[src/rtl/match_tally_pkg.sv]
// Shared defaults and state encoding for the match detector and its status blocks.
package match_tally_pkg;

    localparam int DEF_CNT_W  = 8;
    localparam int DEF_RUN_W  = 8;
    localparam int DEF_THRESH = 4;

    // State mirrors the previous ans sample, so the encoding is the sample value.
    typedef enum logic {
        T_IDLE   = 1'b0,
        T_ACTIVE = 1'b1
    } tally_state_e;

endpackage

[src/rtl/match_tally_sat_inc.sv]
// Saturating incrementer: adds one when enabled unless the value is already all-ones.
module sat_inc
    import match_tally_pkg::*;
#(
    parameter int W = 8
) (
    input  logic [W-1:0] val,
    input  logic         en,
    output logic [W-1:0] nxt
);

    always_comb begin
        nxt = val;
        if (en && (val != {W{1'b1}})) begin
            nxt = val + {{(W-1){1'b0}}, 1'b1};
        end
    end

endmodule

[src/rtl/match_tally.sv]
// Reduces the detector's ans level into event count, run lengths, edge pulse and sticky hit.
module match_tally
    import match_tally_pkg::*;
#(
    parameter int CNT_W  = DEF_CNT_W,
    parameter int RUN_W  = DEF_RUN_W,
    parameter int THRESH = DEF_THRESH
) (
    input  logic             clk,
    input  logic             reset,
    input  logic             ans,
    input  logic             clr,
    output logic [CNT_W-1:0] count,
    output logic [RUN_W-1:0] run_len,
    output logic [RUN_W-1:0] max_run,
    output logic             edge_o,
    output logic             hit
);

    localparam logic [CNT_W-1:0] THRESH_V = CNT_W'(THRESH);

    tally_state_e     state_q, state_d;
    logic [CNT_W-1:0] count_q, count_d, count_inc;
    logic [RUN_W-1:0] run_q, run_d, run_inc;
    logic [RUN_W-1:0] max_q, max_d;
    logic             edge_q, edge_d;
    logic             hit_q, hit_d;
    logic             rise;

    assign rise = ans && (state_q == T_IDLE);

    sat_inc #(.W(CNT_W)) u_cnt_inc (
        .val (count_q),
        .en  (rise),
        .nxt (count_inc)
    );

    sat_inc #(.W(RUN_W)) u_run_inc (
        .val (run_q),
        .en  (1'b1),
        .nxt (run_inc)
    );

    always_comb begin
        // The FSM keeps tracking ans through clr so a held-high level is not recounted.
        state_d = ans ? T_ACTIVE : T_IDLE;
        count_d = count_inc;
        run_d   = ans ? run_inc : '0;
        max_d   = (run_d > max_q) ? run_d : max_q;
        edge_d  = rise;
        hit_d   = hit_q || (count_inc >= THRESH_V);
        if (clr) begin
            count_d = '0;
            run_d   = '0;
            max_d   = '0;
            edge_d  = 1'b0;
            hit_d   = 1'b0;
        end
    end

    always_ff @(posedge clk or posedge reset) begin
        if (reset) begin
            state_q <= T_IDLE;
            count_q <= '0;
            run_q   <= '0;
            max_q   <= '0;
            edge_q  <= 1'b0;
            hit_q   <= 1'b0;
        end else begin
            state_q <= state_d;
            count_q <= count_d;
            run_q   <= run_d;
            max_q   <= max_d;
            edge_q  <= edge_d;
            hit_q   <= hit_d;
        end
    end

    assign count   = count_q;
    assign run_len = run_q;
    assign max_run = max_q;
    assign edge_o  = edge_q;
    assign hit     = hit_q;

endmodule

[config.mk]
export PLATFORM = sky130hd
export DESIGN_NAME = match_tally
export DESIGN_NICKNAME = d
export VERILOG_FILES = /design/src/rtl/match_tally_pkg.sv /design/src/rtl/match_tally_sat_inc.sv /design/src/rtl/match_tally.sv
export SDC_FILE = /design/constraint.sdc
export NUM_CORES = 1
export LEC_CHECK = 0
export ABC_AREA = 1
export CAP_MARGIN = 20
export CORE_ASPECT_RATIO = 0.9
export CORE_MARGIN = 3
export CORE_UTILIZATION = 53
export CTS_BUF_LIST = sky130_fd_sc_hd__clkbuf_4 sky130_fd_sc_hd__clkbuf_8 sky130_fd_sc_hd__clkbuf_16
export CTS_CLUSTER_DIAMETER = 80
export CTS_CLUSTER_SIZE = 14
export DETAILED_ROUTE_END_ITERATION = 10
export PLACE_DENSITY_LB_ADDON = 0.25
export SYNTH_ARGS = -nofsm -noshare
export SYNTH_HDL_FRONTEND = slang
export SYNTH_HIERARCHICAL = 1
export SYNTH_SLANG_ARGS = --single-unit
[constraint.sdc]
create_clock -name clk -period 2.46 [get_ports clk]
set_input_delay 0.369 -clock clk [delete_from_list [all_inputs] [get_ports clk]]
set_output_delay 0.369 -clock clk [all_outputs]
set_load 0.01 [all_outputs]
==> results of run 1 <==
==> stage by stage <==
step	cells	power, mW
6_report	338	0.819
5_1_grt	338	0.844
4_1_cts	332	0.808
3_5_place_dp	328	0.550
3_3_place_gp	328	0.549
2_1_floorplan	259	0.525
==> flip-flops by register name, indices dropped and copies added, names as in the netlist <==
| signal | flops |
|---|---|
| hit | 1 |
| state_q | 1 |
| edge_o | 1 |
| max_run | 8 |
| run_len | 8 |
| count | 8 |
==> cell type report <==
class                           instances  share of cell area [%]
Tap cell                               42                    2.23
Clock buffer                            4                    2.07
Inverter                               48                    7.64
Multi-Input combinational cell        182                    45.1
Sequential cell                        27                    28.7
Timing Repair Buffer                   35                    14.2
==> logic make-up after synthesis <==
logic type | count (synthesis)
AOI/OAI and AO/OA | 4
adders and majority gates | 10
DFF | 27
xor gates and xnor gates | 2
buffers and inverters | 53
and+or+nand+nor | 162
other | 1
==> layer usage <==
layer,wire (µm),vias up,part of all wire [%],global-route usage (%)
met1,2160,770,52,32.2
met2,1820,47,43,27.3
met3,171,6,4.1,2.16
met4,35,0,0.83,3.40
met5,0,-,0,0
li1,-,870,-,-
==> report_power, final <==
part	total [mW]	internal, mW	switching [mW]	leakage (nW)
Sequential	0.454	0.449	0.00526	0.371
Combinational	0.0992	0.0372	0.0620	0.879
Clock	0.266	0.127	0.138	0.0262
Total	0.819	0.613	0.206	1.28
==> cells in the final DEF (no fill, tap or decap), types with 2 or more instances in the layout <==
| cell type | count |
|---|---|
| a21oi_1 | 2 |
| buf_4 | 6 |
| clkbuf_8 | 3 |
| clkdlybuf4s50_1 | 29 |
| dfrtp_1 | 26 |
| ha_1 | 6 |
| ha_4 | 4 |
| inv_1 | 45 |
| inv_2 | 3 |
| nand2_1 | 73 |
| nand2_2 | 7 |
| nand2_4 | 8 |
| nand3_1 | 33 |
| nand3b_1 | 2 |
| nand4_1 | 2 |
| nor2_1 | 25 |
| nor2_2 | 3 |
| nor2_4 | 6 |
| nor3_1 | 2 |
| xor2_1 | 2 |
==> what timing repair did <==
item	CTS	global route
setup endpoints to repair	0	8
gates resized for setup	0	15
buffers inserted	0	3
hold buffers	0	0
hold endpoints to repair	0	0
==> worst paths after layout <==
kind / start / slack, ps / endpoint / depth (start not counted)
max reg2reg: run_len[1] / 80 / max_run[3] / 18
max in group asynchronous: reset / 1730 / run_len[0] / 3
min reg2reg: state_q / 440 / edge_o / 1
min: state_q / 440 / edge_o / 1
max: run_len[1] / 80 / max_run[3] / 18
min in group asynchronous: reset / 460 / count[0] / 3
==> metrics.md, run 1 <==
| Metric | Value |
|---|---|
| Status | finished, final reports clean |
| Hold WS | 435 ps |
| Min Tclk post-route | 2380 ps |
| Post-Synth Adder-Cell Area | 6.77% |
| Vias in the first global route | 1443 |
| First-pass GRT wire length | 6.39 mm |
| Row Count | 19 |
| Core area | 0.00319 mm² |
| Synth Area in XOR/XNOR | 0.948% |
| Routability cong. | 0.861 |
| Die ar. | 0.00423 mm² |
| Share of cells above drive strength 1 | 15.5% |
| Skew final | 1.79 ps |
| Synth-to-Final Area Change | 27.6% |
| Fin nets | 311 |
| Avg WL per Cell | 12.4 µm |
| Synth unique cells | 22 |
| Pwr Density | 347 mW/mm² |
| CP Max Fanout | 8 |
| TritonCTS Buffers | 3 |
| Max clock buf depth | 2 |
| # clock sinks | 27 |
| Post-route ant nets | 0 |
| 1st-iter DRT viols | 119 |
| Synth Area in Compound Gates | 1.22% |
| CTS tree | done |
| Final Util | 74.0% |
| Final hold vios | 0 |
| Chip Height | 62.0 µm |
| Post-synth EDFFs | 0 |
| PortBufs | 29 |
| CP Buf/Inv Count | 1 |
| Largest cells by area after synthesis | dfrtp_1 37%, nand2_1 15%, nand3_1 9.2% |
| Fin worst setup slack | 80.4 ps |
| Vias per cell | 5.01 |
| Count leader, synth | nand2_1 |
| Max stage delay cell, worst path | dfrtp_1 |
| Area share of and/or/nand/nor cells after synthesis | 42.5% |
| Fraction of registers with async set/reset | 100% |
| Delay-heaviest family, CP | simple AND/OR/NAND/NOR gates |
| Relative slew slack | 65.2% |
| Multi-input gate area | 0.00106 mm² |
| Post-Syn Area per Cell | 7.14 µm² |
| DR vias | 1693 |
| N_diodes | 0 |
| Post-synthesis mux area share | 0% |
| WP data required | 2630 ps |
| Flop and latch count out of synthesis | 27 |
| Dominant synthesized flop cell | dfrtp_1 |
| Reg clk slew, reported paths | 90 ps |
| Total grt overflow | 0 |
| Final setup viols | 0 |
| 1st-pass router iterations | 4 |
| CP Cell Sequence | ha_4, nand2_4, nor2_4, nand2_4, nand3_1, nand2_1, nand2_1, inv_1, ha_4, nand2_1, nand2_1, nand2_1, nand2_1, nand2_2, nand2_4, nand2_4, nand3_1, nand2_1 |
| Remaining DRCs | 0 |
| Initial core utilization | 58.0% |
| Initial antenna violation count | 0 |
| Sequential cell area | 677 µm² |
| Pleak | 1.28 nW |
| Leading area contributor after synthesis | dfrtp_1 |
| Syn Std Cell Area | 0.00185 mm² |
| Max Clk Rate | 420 MHz |
| H-tree depth | 1 |
| Hold Path Class | flop to flop |
| Final instance area | 0.00236 mm² |
| Sum Neg Setup Slack | 0 ps |
| Worst Tran Pin Value | 521 ps |
| Synth warn | 6 |
| Die X | 68.2 µm |
| Synthesized instance count | 259 |
| Commonest cells in the netlist | 76 x nand2_1, 45 x inv_1, 34 x nand3_1 |
| Total nets after synthesis | 273 |
| CP Launch Type | flop |
| Post-synth top area share | 36.6% |
| Setup WS pre-CTS | 121 ps |
| Slew Limit Fails | 0 |
| Critical path class | flop to flop |
| HPWL Detailed | 2.89 mm |
| WL final | 4.19 mm |
| Gr usage total | 19.5% |
| Root buffer cell | clkbuf_8 |
| Filler instances | 252 |
| CP endpoint kind | flop |
| Max Cap Viol | 0 |
| DP Area | 0.00218 mm² |
| Sequential share of the synthesized area | 36.6% |
| Main combinational cell family by area after synthesis | simple AND/OR/NAND/NOR gates |
| Ports | 30 |
| Worst-Skew Late Latency | 270 ps |
| Most frequent CP cell | nand2_1 |
| WP data arrival | 2550 ps |
| CP max stage delay | 440 ps |
| Pin count of the biggest net entering global routing | 28 |
| Fin crit share | 96.7% |
| Max IR drop VDD | 270 µV |
Note: power is estimated with default switching activity, not from simulation.
==> inputs of run 2 (changes only) <==
- CTS_CLUSTER_DIAMETER: 80 -> 150
- HOLD_SLACK_MARGIN: not set -> 0.06
- SLEW_MARGIN: not set -> 25
==> results of run 2 <==
The final DEF is identical to that of run 1; final timing and power are the same.
